`config.mk`:
```
export PLATFORM = sky130hd
export DESIGN_NAME = irq_ctrl_flat
export DESIGN_NICKNAME = d
export VERILOG_FILES = /design/src/rtl/irqc_pkg.sv /design/src/rtl/irq_ctrl_if.sv /design/src/rtl/irqc_src_cell.sv /design/src/rtl/irq_ctrl.sv /design/src/flat_wrapper.sv
export SDC_FILE = /design/constraint.sdc
export NUM_CORES = 1
export LEC_CHECK = 0
export CORE_ASPECT_RATIO = 0.8
export CORE_UTILIZATION = 55
export CTS_BUF_LIST = sky130_fd_sc_hd__clkbuf_4 sky130_fd_sc_hd__clkbuf_8
export DETAILED_ROUTE_END_ITERATION = 8
export DONT_BUFFER_PORTS = 1
export GPL_TIMING_DRIVEN = 0
export PLACE_DENSITY = 0.75
export SLEW_MARGIN = 25
export SYNTH_ARGS = -nofsm -noshare
export SYNTH_HDL_FRONTEND = slang
export SYNTH_SLANG_ARGS = --single-unit
```
`constraint.sdc`:
```
create_clock -name clk -period 1.5 [get_ports clk]
set_clock_uncertainty 0.05 [all_clocks]
set_input_delay 0.15 -clock clk [delete_from_list [all_inputs] [get_ports clk]]
set_output_delay 0.15 -clock clk [all_outputs]
set_load 0.01 [all_outputs]
```
`src/rtl/irqc_pkg.sv`:
```
// Shared definitions for the interrupt controller: register offsets, error FSM states
// and the lowest-index-wins ID encoder.
package irqc_pkg;

    localparam logic [2:0] OFS_RAW     = 3'd0;
    localparam logic [2:0] OFS_ENABLE  = 3'd1;
    localparam logic [2:0] OFS_PENDING = 3'd2;
    localparam logic [2:0] OFS_MODE    = 3'd3;
    localparam logic [2:0] OFS_ID      = 3'd4;
    localparam logic [2:0] OFS_SWSET   = 3'd5;

    localparam logic [4:0] ID_NONE = 5'h1F;

    typedef enum logic [1:0] {
        IDLE = 2'd0,
        ERR1 = 2'd1,
        ERR2 = 2'd2
    } err_state_t;

    function automatic logic is_mapped(input logic [2:0] ofs);
        return (ofs <= OFS_SWSET);
    endfunction

    // Returns {valid, idx}; scanning downwards lets the lowest set index win.
    function automatic logic [5:0] id_encode(input logic [30:0] vec);
        logic [5:0] res;
        res = {1'b0, ID_NONE};
        for (int i = 30; i >= 0; i--) begin
            if (vec[i]) res = {1'b1, 5'(i)};
        end
        return res;
    endfunction

endpackage

```
`src/rtl/irq_ctrl_if.sv`:
```
// AHB-lite slave port bundle for the interrupt controller.
interface irq_ctrl_if #(
    parameter int ADDR_W = 16
);
    logic [ADDR_W-1:0] haddr;
    logic [31:0]       hwdata;
    logic [31:0]       hrdata;
    logic              hwrite;
    logic [1:0]        htrans;
    logic              hsel;
    logic              hready;
    logic              hready_out;
    logic              hresp;

    modport slave (
        input  haddr, hwdata, hwrite, htrans, hsel, hready,
        output hrdata, hready_out, hresp
    );

    modport master (
        output haddr, hwdata, hwrite, htrans, hsel, hready,
        input  hrdata, hready_out, hresp
    );
endinterface

```
`src/rtl/irqc_src_cell.sv`:
```
// One interrupt source: optional 2-flop synchronizer (IRQC_SYNC_EN), edge detect and pending flop.
module irqc_src_cell (
    input  logic clk,
    input  logic rst,
    input  logic src,
    input  logic mode,
    input  logic w1c,
    input  logic swset,
    output logic raw,
    output logic pending
);

`ifdef IRQC_SYNC_EN
    logic sync1;
    logic sync2;

    always_ff @(posedge clk or posedge rst) begin
        if (rst) begin
            sync1 <= 1'b0;
            sync2 <= 1'b0;
        end else begin
            sync1 <= src;
            sync2 <= sync1;
        end
    end

    assign raw = sync2;
`else
    assign raw = src;
`endif

    logic prev;

    // Edge mode: set terms win over a same-cycle W1C. Level mode tracks raw.
    always_ff @(posedge clk or posedge rst) begin
        if (rst) begin
            prev    <= 1'b0;
            pending <= 1'b0;
        end else begin
            prev <= raw;
            if (mode) pending <= (raw & ~prev) | swset | (pending & ~w1c);
            else      pending <= raw;
        end
    end

endmodule

```
`src/rtl/irq_ctrl.sv`:
```
// AHB-lite interrupt controller: latches edge/level sources, masks with ENABLE, drives irq.
// Build option IRQC_SYNC_EN adds a 2-flop synchronizer in front of every source.
module irq_ctrl
    import irqc_pkg::*;
#(
    parameter int NUM_SRC = 7,
    parameter int ADDR_W  = 16
) (
    input  logic               clk,
    input  logic               rst,
    input  logic [NUM_SRC-1:0] irq_src,
    irq_ctrl_if.slave          bus,
    output logic [NUM_SRC-1:0] irq
);

    logic [ADDR_W-1:0]  haddr_w;
    logic [2:0]         ofs;
    logic               acc;
    logic               acc_bad;

    logic               dp_valid;
    logic               dp_write;
    logic [2:0]         dp_ofs;
    logic               wr;
    logic               rd;

    logic [NUM_SRC-1:0] wdata;
    logic [NUM_SRC-1:0] enable;
    logic [NUM_SRC-1:0] mode;
    logic [NUM_SRC-1:0] w1c;
    logic [NUM_SRC-1:0] swset;
    logic [NUM_SRC-1:0] raw;
    logic [NUM_SRC-1:0] pending;
    logic [NUM_SRC-1:0] pend_en;
    logic [5:0]         id;

    err_state_t state;
    err_state_t state_nxt;

    logic unused_bits;

    assign haddr_w = bus.haddr;
    assign ofs     = haddr_w[4:2];
    assign acc     = bus.hsel & bus.htrans[1] & bus.hready;
    assign acc_bad = acc & ~is_mapped(ofs);
    assign wdata   = bus.hwdata[NUM_SRC-1:0];

    assign unused_bits = ^{haddr_w[ADDR_W-1:5], haddr_w[1:0], bus.hwdata[31:NUM_SRC], bus.htrans[0]};

    // Only mapped accesses reach the data phase, so unmapped ones never touch registers.
    always_ff @(posedge clk or posedge rst) begin
        if (rst) begin
            dp_valid <= 1'b0;
            dp_write <= 1'b0;
            dp_ofs   <= 3'd0;
        end else begin
            dp_valid <= acc & is_mapped(ofs);
            dp_write <= bus.hwrite;
            dp_ofs   <= ofs;
        end
    end

    assign wr = dp_valid & dp_write;
    assign rd = dp_valid & ~dp_write;

    always_ff @(posedge clk or posedge rst) begin
        if (rst) begin
            enable <= '0;
            mode   <= '0;
        end else if (wr) begin
            if (dp_ofs == OFS_ENABLE) enable <= wdata;
            if (dp_ofs == OFS_MODE)   mode   <= wdata;
        end
    end

    assign w1c   = (wr && dp_ofs == OFS_PENDING) ? wdata : '0;
    assign swset = (wr && dp_ofs == OFS_SWSET)   ? wdata : '0;

    for (genvar i = 0; i < NUM_SRC; i++) begin : g_src
        irqc_src_cell u_cell (
            .clk     (clk),
            .rst     (rst),
            .src     (irq_src[i]),
            .mode    (mode[i]),
            .w1c     (w1c[i]),
            .swset   (swset[i]),
            .raw     (raw[i]),
            .pending (pending[i])
        );
    end

    assign pend_en = pending & enable;
    assign id      = id_encode(31'(pend_en));

    always_ff @(posedge clk or posedge rst) begin
        if (rst) irq <= '0;
        else     irq <= pend_en;
    end

    always_comb begin
        bus.hrdata = 32'd0;
        if (rd) begin
            case (dp_ofs)
                OFS_RAW:     bus.hrdata = 32'(raw);
                OFS_ENABLE:  bus.hrdata = 32'(enable);
                OFS_PENDING: bus.hrdata = 32'(pending);
                OFS_MODE:    bus.hrdata = 32'(mode);
                OFS_ID:      bus.hrdata = 32'(id);
                default:     bus.hrdata = 32'd0;
            endcase
        end
    end

    always_ff @(posedge clk or posedge rst) begin
        if (rst) state <= IDLE;
        else     state <= state_nxt;
    end

    always_comb begin
        state_nxt      = state;
        bus.hready_out = 1'b1;
        bus.hresp      = 1'b0;
        case (state)
            IDLE: begin
                if (acc_bad) state_nxt = ERR1;
            end
            ERR1: begin
                bus.hready_out = 1'b0;
                bus.hresp      = 1'b1;
                state_nxt      = ERR2;
            end
            ERR2: begin
                bus.hresp = 1'b1;
                state_nxt = acc_bad ? ERR1 : IDLE;
            end
            default: state_nxt = IDLE;
        endcase
    end

endmodule

```
`src/flat_wrapper.sv`:
```
// flat-port wrapper written by rule: the top's interface ports become plain ports
module irq_ctrl_flat import irqc_pkg::*;
#(
    parameter int NUM_SRC = 7,
    parameter int ADDR_W  = 16
)
  (clk, rst, irq_src, irq, bus_haddr, bus_hwdata, bus_hwrite, bus_htrans, bus_hsel, bus_hready, bus_hrdata, bus_hready_out, bus_hresp);
  irq_ctrl_if #(.ADDR_W(ADDR_W)) bus_i ();
  input  logic clk;
  input  logic rst;
  input  logic [NUM_SRC-1:0] irq_src;
  output logic [NUM_SRC-1:0] irq;
  input wire logic [$bits(bus_i.haddr)-1:0] bus_haddr;
  input wire logic [$bits(bus_i.hwdata)-1:0] bus_hwdata;
  input wire logic [$bits(bus_i.hwrite)-1:0] bus_hwrite;
  input wire logic [$bits(bus_i.htrans)-1:0] bus_htrans;
  input wire logic [$bits(bus_i.hsel)-1:0] bus_hsel;
  input wire logic [$bits(bus_i.hready)-1:0] bus_hready;
  output wire logic [$bits(bus_i.hrdata)-1:0] bus_hrdata;
  output wire logic [$bits(bus_i.hready_out)-1:0] bus_hready_out;
  output wire logic [$bits(bus_i.hresp)-1:0] bus_hresp;
  assign bus_i.haddr = bus_haddr;
  assign bus_i.hwdata = bus_hwdata;
  assign bus_i.hwrite = bus_hwrite;
  assign bus_i.htrans = bus_htrans;
  assign bus_i.hsel = bus_hsel;
  assign bus_i.hready = bus_hready;
  assign bus_hrdata = bus_i.hrdata;
  assign bus_hready_out = bus_i.hready_out;
  assign bus_hresp = bus_i.hresp;
  irq_ctrl #(.NUM_SRC(NUM_SRC), .ADDR_W(ADDR_W)) u_core (.clk(clk), .rst(rst), .irq_src(irq_src), .bus(bus_i), .irq(irq));
endmodule
```
==> impl_metrics.env, run 1 <==
export IMPL_clock_sinks=42
export IMPL_antenna_found_initial=0
export IMPL_crit_path_max_fanout=4
export IMPL_tns_ns=-1.66
export IMPL_antenna_cells=0
export IMPL_vdd_drop_max_uv=697
export IMPL_fp_dieArea_mm2=0.00434
export IMPL_fin_crit_sh_pct=119
export IMPL_min_period_ns=1.78
export IMPL_async_reset_ff_share_pct=100
export IMPL_leakagePower_nw=1.41
export IMPL_synth_top_area_share_pct=46.9
export IMPL_die_width_um=73.4
export IMPL_netlist_area_mm2=0.00224
export IMPL_critical_path_startpoint_type="register"
export IMPL_grt_max_degree=29
export IMPL_hold_path_class="input port to register"
export IMPL_place_ws_ns=-0.0264
export IMPL_cts_tree="done"
export IMPL_cts_root_buf="clkbuf_8"
export IMPL_layout_common_cells="42 x dfrtp_1, 28 x buf_4, 25 x conb_1"
export IMPL_end_kind="primary output"
export IMPL_path_cells="nand2b_4 > or3_4 > o32ai_4"
export IMPL_yosysWarnings=0
export IMPL_ys_types=38
export IMPL_cp_arrival_ns=1.58
export IMPL_drive_gt1_share_pct=29.6
export IMPL_row_count=20
export IMPL_cp_num_buf_inv=0
export IMPL_max_stage_delay_ns=0.41
export IMPL_gp_congestion=0.788
export IMPL_final_common_cell="dfrtp_1"
export IMPL_cap_violations=0
export IMPL_reg2reg_depth=5
export IMPL_ys_ff_latch=42
export IMPL_p_int_w=0.00203
export IMPL_dp_cells=284
export IMPL_cpLargestDelayFamily="simple AND/OR/NAND/NOR gates"
export IMPL_fmax_ghz=0.561
export IMPL_coreArea_mm2=0.00385
export IMPL_synth_edf_count=0
export IMPL_ios=103
export IMPL_cp_required_ns=1.30
export IMPL_clock_power_share_pct=26.0
export IMPL_finalHoldViolations=0
export IMPL_drt_pass1_iterations=4
export IMPL_die_h_um=59.1
export IMPL_drcViolationCount=0
export IMPL_rsz0062_at_grt="true"
export IMPL_syn_instance_count=204
export IMPL_p_comb_share_pct=23.7
export IMPL_crit_type="register to primary output"
export IMPL_grt_pass1_vias=1498
export IMPL_violations="negative setup slack"
export IMPL_clk_latency_ns=0.29
export IMPL_ys_seq_area_share_pct=46.9
export IMPL_yosysTopAreaCell="dfrtp_1"
export IMPL_power_frac_seq_pct=50.3
export IMPL_final_cells=315
export IMPL_clk_pin_slew_ns=0.07
export IMPL_cts_buffers=5
export IMPL_syn_avg_cell_area_um2=11.0
export IMPL_netSwitchingFraction_pct=30.0
export IMPL_ant_nets=0
export IMPL_cp_slowest_cell="or3_4"
export IMPL_drtIter0Drc=82
export IMPL_post_drt_wl_per_cell_um=14.2
export IMPL_finalWirelength_mm=4.47
export IMPL_cp_depth=3
export IMPL_grt_pass1_wl_mm=7.33
export IMPL_overflow=0
export IMPL_portBuffers=0
export IMPL_avgViaCountPerCell=4.97
export IMPL_grt_use_total_pct=23.2
export IMPL_htree_levels=2
export IMPL_switching_power_w=0.000868
export IMPL_clk_path_buf_depth=2
export IMPL_ys_flop_type="dfrtp_1"
export IMPL_hpwl_mm=3.12
export IMPL_area_growth_pct=25.3
export IMPL_final_max_slew_viol_count=0
export IMPL_p_per_area_mw_per_mm2=1030
export IMPL_fin_ws_ns=-0.284
export IMPL_vias=1564
export IMPL_setup_violations=12
export IMPL_initial_core_util_pct=58.2
export IMPL_status="finished with violations"
export IMPL_synth_area_leaders="dfrtp_1 47%, buf_4 8.4%, mux4_2 7.0%, mux2_4 4.7%, inv_1 4.0%"
export IMPL_nets=326
export IMPL_hold_depth=4
export IMPL_holdWs_ns=0.0461
stage by stage:
stage                     utilization [%]  power (W)  cell area, µm²
after floorplan                         -    0.00193            2330
after global placement               62.3    0.00202            2400
after detailed placement             62.8    0.00205            2420
after CTS                            72.3    0.00290            2790
after global routing                 72.9    0.00308            2810
final                                72.9    0.00289            2810
worst reg2reg max path, cell delays in order, from the launching register on:
cell,delay (ns)
dfrtp_1,0.44
clkbuf_8,0.23
nand3_1,0.09
nor2_2,0.37
a32oi_1,0.16
o21ai_0,0.09
final timing paths:
path | slack, ns | end | start
worst max-delay path | -0.28 | bus_hrdata[0] | u_core.dp_write
worst min-delay path | 0.05 | u_core.state[0] | bus_haddr[3]
worst max register to register | -0.02 | u_core.g_src[5].u_cell.pending | u_core.dp_ofs[0]
worst min register to register | 0.49 | u_core.enable[6] | u_core.enable[6]
max in group asynchronous | 0.71 | u_core.enable[2] | rst
min in group asynchronous | 0.23 | u_core.g_src[1].u_cell.pending | rst
per-layer routing:
layer / GRT usage [%] / part of all wire (%) / vias to the layer above
li1: - / - / 758
met1: 32.8 / 48 / 746
met2: 36.4 / 44 / 53
met3: 5.95 / 6.2 / 7
met4: 4.95 / 0.83 / 0
met5: 0 / 0 / -
power groups by stage:
stage | clock (W) | combinational (W) | sequential [W]
global route | 0.000832 | 0.000764 | 0.00148
detailed placement | 0 | 0.000584 | 0.00147
CTS | 0.000774 | 0.000676 | 0.00145
global placement | 0 | 0.000558 | 0.00146
finish | 0.000751 | 0.000686 | 0.00146
floorplan | 0 | 0.000502 | 0.00143
cells in the mapped netlist, drive strengths merged (2+ instances only):
master	number
a21oi	2
a22oi	3
a32oi	7
and2	6
buf	27
dfrtp	42
ha	5
inv	24
mux2	8
mux4	7
nand2	19
nand2b	5
nand3	5
nor2	5
o21ai	24
o22ai	2
or2	2
cells by family after synthesis:
group                    count (synthesis)  share of synthesized area (%)
flip-flops                              42                           46.9
adder cells (fa/ha/maj)                  5                           2.79
other                                    1                          0.167
buffers and inverters                   52                           13.7
multiplexers                            15                           12.2
AND/OR/NAND/NOR                         48                           12.7
AO/OA/AOI/OAI                           41                           11.5
final cells by class:
class | count | area (µm²)
Buffer | 28 | 229
Clock buffer | 7 | 90.1
Clock inverter | 1 | 5.00
Fill cell | 286 | 1040
Inverter | 24 | 90.1
Multi-Input combinational cell | 134 | 1030
Sequential cell | 42 | 1050
Tap cell | 55 | 68.8
Timing Repair Buffer | 24 | 245
what timing repair did:
action,in CTS,in global routing
endpoints found under the setup margin,9,25
hold endpoints to repair,75,0
buffers inserted,0,2
hold buffers,21,0
resized for setup,20,3
gates cloned,0,0
pin swaps,2,0
registers in the layout (all words and copies together), names as in the netlist:
register / cells
u_core.enable: 7
u_core.dp_write: 1
u_core.irq: 7
u_core.dp_ofs: 3
u_core.mode: 7
u_core.g_src.u_cell.pending: 7
u_core.state: 2
u_core.g_src.u_cell.prev: 7
u_core.dp_valid: 1
No activity file was read; power rests on OpenSTA's default activity.
==> inputs of run 2 (changes only) <==
--- a/config.mk
+++ b/config.mk
@@ -12,6 +12,7 @@
 export DONT_BUFFER_PORTS = 1
 export GPL_TIMING_DRIVEN = 0
 export PLACE_DENSITY = 0.75
+export RECOVER_POWER = 25
 export SLEW_MARGIN = 25
 export SYNTH_ARGS = -nofsm -noshare
 export SYNTH_HDL_FRONTEND = slang
==> constraint.sdc (replaced) <==
create_clock -name clk -period 1.5 [get_ports clk]
set_clock_uncertainty 0.05 [all_clocks]
set_input_delay 0.075 -clock clk [delete_from_list [all_inputs] [get_ports clk]]
set_output_delay 0.075 -clock clk [all_outputs]
set_load 0.01 [all_outputs]
==> impl_metrics.env, run 2 (synthesized netlist as in run 1, its figures left out) <==
export IMPL_leakagePower_nw=1.41
export IMPL_row_count=20
export IMPL_gp_congestion=0.788
export IMPL_hold_path_class="input port to register"
export IMPL_holdWs_ns=0.00605
export IMPL_ios=103
export IMPL_finalHoldViolations=0
export IMPL_crit_type="register to primary output"
export IMPL_fin_ws_ns=-0.207
export IMPL_relSlewSlack_pct=60.4
export IMPL_worst_r2r_endpoint="u_core.g_src[5].u_cell.pending"
export IMPL_final_max_slew_viol_count=0
export IMPL_p_per_area_mw_per_mm2=1030
export IMPL_clk_path_buf_depth=2
export IMPL_critical_path_startpoint_type="register"
export IMPL_fp_dieArea_mm2=0.00434
export IMPL_antenna_cells=0
export IMPL_tightest_slew_ns=0.593
export IMPL_die_h_um=59.1
export IMPL_setup_violations=12
export IMPL_tns_ns=-1.13
export IMPL_clk_pin_slew_ns=0.07
export IMPL_htree_levels=2
export IMPL_antenna_found_initial=0
export IMPL_avgViaCountPerCell=4.96
export IMPL_grt_max_degree=29
export IMPL_nets=326
export IMPL_drt_pass1_iterations=4
export IMPL_final_cells=315
export IMPL_finalWirelength_mm=4.46
export IMPL_post_drt_wl_per_cell_um=14.1
export IMPL_vdd_drop_max_uv=696
export IMPL_final_common_cell="dfrtp_1"
export IMPL_die_width_um=73.4
export IMPL_initial_core_util_pct=58.2
export IMPL_layout_common_cells="42 x dfrtp_1, 28 x buf_4, 25 x conb_1"
export IMPL_coreArea_mm2=0.00385
export IMPL_cp_required_ns=1.37
export IMPL_crit_path_max_fanout=4
export IMPL_status="finished with violations"
export IMPL_clock_sinks=42
export IMPL_grt_pass1_wl_mm=7.33
export IMPL_cts_root_buf="clkbuf_8"
export IMPL_cts_tree="done"
export IMPL_rsz0062_at_grt="true"
export IMPL_overflow=0
export IMPL_grt_pass1_vias=1495
export IMPL_r2r_start="u_core.dp_ofs[0]"
export IMPL_ant_nets=0
export IMPL_drive_gt1_share_pct=29.2
export IMPL_num_fill_cells=286
export IMPL_hold_depth=4
export IMPL_dp_cells=284
export IMPL_violations="negative setup slack"
export IMPL_reg2reg_depth=5
export IMPL_cts_buffers=5
export IMPL_fin_crit_sh_pct=114
export IMPL_cap_violations=0
export IMPL_area_growth_pct=25.3
export IMPL_drtIter0Drc=81
export IMPL_min_period_ns=1.71
export IMPL_hp_start="bus_hready"
export IMPL_grt_use_total_pct=23.2
export IMPL_vias=1561
export IMPL_min_to="u_core.state[0]"
export IMPL_portBuffers=0
export IMPL_cp_arrival_ns=1.58
export IMPL_drcViolationCount=0
export IMPL_clk_latency_ns=0.29
export IMPL_hpwl_mm=3.12
export IMPL_end_kind="primary output"
export IMPL_r2r_slack_ns=-0.02
export IMPL_fmax_ghz=0.586
[run 2: cell types whose count changed in the layout (fill, tap and decap cells not counted)]
cell,before,now
inv_1,18,19
inv_2,6,5
[run 2: area by class of cell]
cell class,count,area (µm²),area share (%)
plain buffers,28,229,8.15
clock buffers,7,90.1,3.21
clock inverters,1,5.00,0.178
inverters,24,90.1,3.21
multi-input cells,134,1030,36.7
flip-flops and latches,42,1050,37.4
well taps,55,68.8,2.45
repair buffers,24,245,8.73
[run 2: critical path, cell delays in order (launching register included)]
cell and delay [ns]:
dfrtp_1 0.40, nand2b_4 0.15, or3_4 0.41, o32ai_4 0.33
[run 2: timing repair]
item,CTS,global route
hold endpoints to repair,76,0
setup buffers,0,2
setup endpoints to repair,9,25
resized for setup,20,3
pin swaps,2,0
hold buffers,21,0
[run 2: worst max-delay path by stage]
stage                                 from                             end  slack [ns]  cells past startpoint
final                      u_core.dp_write                   bus_hrdata[0]       -0.21                      3
after floorplan           u_core.dp_ofs[2]                u_core.enable[0]        0.15                      4
after global placement                 rst     u_core.g_src[6].u_cell.prev       -0.02                      1
after global routing       u_core.dp_write                   bus_hrdata[0]       -0.26                      3
after CTS                  u_core.dp_write                   bus_hrdata[0]       -0.20                      3
after detailed placement  u_core.dp_ofs[0]  u_core.g_src[6].u_cell.pending       -0.03                      4
[run 2: per-layer routing]
| metal | vias to the layer above | track usage [%] | share of wire (%) |
|---|---|---|---|
| met5 | - | 0 | 0 |
| met4 | 0 | 4.95 | 0.83 |
| met3 | 7 | 5.95 | 6.2 |
| met2 | 51 | 36.4 | 45 |
| met1 | 745 | 32.8 | 48 |
| li1 | 758 | - | - |
[run 2: where the power goes]
group          total [W]  leakage, nW  switching (W)  internal (W)
sequential       0.00146        0.503       0.000166       0.00129
clock           0.000750       0.0517       0.000361      0.000389
combinational   0.000686        0.859       0.000341      0.000345
[run 2: per-stage QoR]
stage | utilization [%] | setup slack (ns) | total power [W] | instance area, µm²
floorplan | - | 0.148 | 0.00193 | 2330
global placement | 62.3 | -0.0205 | 0.00202 | 2400
detailed placement | 62.8 | -0.0264 | 0.00205 | 2420
CTS | 72.3 | -0.198 | 0.00290 | 2790
global route | 72.9 | -0.259 | 0.00308 | 2810
finish | 72.9 | -0.207 | 0.00289 | 2810
==> inputs of run 3 (changes only) <==
--- a/config.mk
+++ b/config.mk
@@ -5,7 +5,7 @@
 export SDC_FILE = /design/constraint.sdc
 export NUM_CORES = 1
 export LEC_CHECK = 0
-export CORE_ASPECT_RATIO = 0.8
+export CORE_ASPECT_RATIO = 0.9
 export CORE_UTILIZATION = 55
 export CTS_BUF_LIST = sky130_fd_sc_hd__clkbuf_4 sky130_fd_sc_hd__clkbuf_8
 export DETAILED_ROUTE_END_ITERATION = 8
==> impl_metrics.env, run 3 (synthesized netlist as in run 1, its figures left out) <==
export IMPL_r2r_slack_ns=-0.07
export IMPL_vias=1594
export IMPL_cts_root_buf="clkbuf_8"
export IMPL_post_drt_wl_per_cell_um=14.4
export IMPL_critPathCapture="bus_hrdata[0]"
export IMPL_antenna_cells=0
export IMPL_nets=333
export IMPL_fin_crit_sh_pct=111
export IMPL_path_cells="nand2b_4 > or3_4 > o32ai_4"
export IMPL_reg2reg_depth=6
export IMPL_use_met1_pct=29.5
export IMPL_hold_path_class="input port to register"
export IMPL_cts_buffers=5
export IMPL_hpwl_mm=3.09
export IMPL_finalHoldViolations=0
export IMPL_total_power_w=0.00288
export IMPL_htree_levels=2
export IMPL_layout_common_cells="41 x dfrtp_1, 30 x buf_4, 25 x conb_1"
export IMPL_drtIter0Drc=116
export IMPL_cp_arrival_ns=1.54
export IMPL_end_kind="primary output"
export IMPL_grt_pass1_wl_mm=7.13
export IMPL_fmax_ghz=0.601
export IMPL_violations="negative setup slack"
export IMPL_initial_core_util_pct=58.9
export IMPL_relSlewSlack_pct=50.6
export IMPL_min_period_ns=1.66
export IMPL_drcViolationCount=0
export IMPL_cp_required_ns=1.37
export IMPL_leakagePower_nw=1.47
export IMPL_area_growth_pct=30.5
export IMPL_cap_violations=0
export IMPL_drt_pass1_iterations=4
export IMPL_coreArea_mm2=0.00381
export IMPL_finalWirelength_mm=4.49
export IMPL_fp_dieArea_mm2=0.00434
export IMPL_rsz0062_at_grt="true"
export IMPL_setup_violations=14
export IMPL_tns_ns=-1.33
export IMPL_met2_usage_pct=33.6
export IMPL_worst_r2r_endpoint="u_core.enable[4]"
export IMPL_gp_congestion=0.773
export IMPL_ios=103
export IMPL_clk_path_buf_depth=2
export IMPL_grt_util_met3_pct=5.00
export IMPL_overflow=0
export IMPL_p_per_area_mw_per_mm2=985
export IMPL_crit_path_max_fanout=4
export IMPL_ant_nets=0
export IMPL_grt_use_total_pct=21.4
export IMPL_max_stage_delay_ns=0.41
export IMPL_cp_startpoint="u_core.dp_ofs[1]"
export IMPL_avgViaCountPerCell=5.11
export IMPL_clk_pin_slew_ns=0.07
export IMPL_grt_max_degree=25
export IMPL_row_count=21
export IMPL_final_max_slew_viol_count=0
export IMPL_antenna_found_initial=0
export IMPL_clock_sinks=42
export IMPL_drive_gt1_share_pct=33.5
export IMPL_cp_slowest_cell="dfrtp_1"
export IMPL_grt_pass1_vias=1470
export IMPL_clk_latency_ns=0.29
export IMPL_crit_type="register to primary output"
export IMPL_r2r_start="u_core.dp_write"
export IMPL_grt_busiest_layer="met2"
export IMPL_final_common_cell="dfrtp_1"
export IMPL_critical_path_startpoint_type="register"
export IMPL_fin_ws_ns=-0.163
export IMPL_status="finished with violations"
export IMPL_tightest_slew_ns=0.740
export IMPL_place_ws_ns=-0.000912
export IMPL_portBuffers=0
export IMPL_die_width_um=69.3
export IMPL_cts_tree="done"
export IMPL_die_h_um=62.6
export IMPL_vdd_drop_max_uv=796
## run 3: how the worst min path moves through the flow
stage,from,endpoint,slack [ns],cells after the start
finish,bus_hready,u_core.state[0],0.01,4
global route,bus_hready,u_core.state[0],0.03,4
CTS,bus_hready,u_core.state[0],0.006,4
detailed placement,rst,u_core.g_src[1].u_cell.prev,-0.07,1
global placement,bus_haddr[2],u_core.dp_ofs[0],0.06,0
floorplan,bus_haddr[2],u_core.dp_ofs[0],0.06,0
## run 3: critical path: cells and delay by family, from the launching register on
kind	cells	cell delay, ns
AOI/OAI and AO/OA	1	0.31
DFF	1	0.41
and+or+nand+nor	2	0.52
## run 3: metal layers
| layer | vias up | wire length [µm] |
|---|---|---|
| met5 | - | 0 |
| met4 | 0 | 53 |
| met3 | 6 | 271 |
| met2 | 55 | 2190 |
| met1 | 761 | 1970 |
| li1 | 772 | - |
## run 3: area by class of cell
type	count	area, µm²
clock buffer	7	83.8
inverter	24	90.1
tap	46	57.6
timing repair buffer	31	343
multi-input combinational	134	1060
fill	256	883
sequential	42	1050
buffer	28	236
## run 3: repair_timing
action                                  4_1_cts  5_1_grt
setup buffers                                 5        3
pin swaps                                     1        7
endpoints found under the setup margin       11       22
endpoints found under the hold margin        76        0
cloned                                        0        1
gates resized for setup                      17       30
hold buffers                                 21        0
## run 3: metrics by stage
step	std cells	util [%]	hold slack, ns	cell area (µm²)
floorplan	228	-	0.0564	2330
global placement	274	62.7	0.0565	2390
detailed placement	275	63.4	-0.0707	2420
CTS	308	73.9	0.00591	2820
global route	312	76.8	0.0274	2930
finish	312	76.8	0.0120	2930
## run 3: where the power goes
part / switching, W / total [W] / internal (W)
Sequential: 0.000176 / 0.00147 / 0.00129
Combinational: 0.000347 / 0.000716 / 0.000370
Clock: 0.000342 / 0.000698 / 0.000356
Total: 0.000865 / 0.00288 / 0.00202
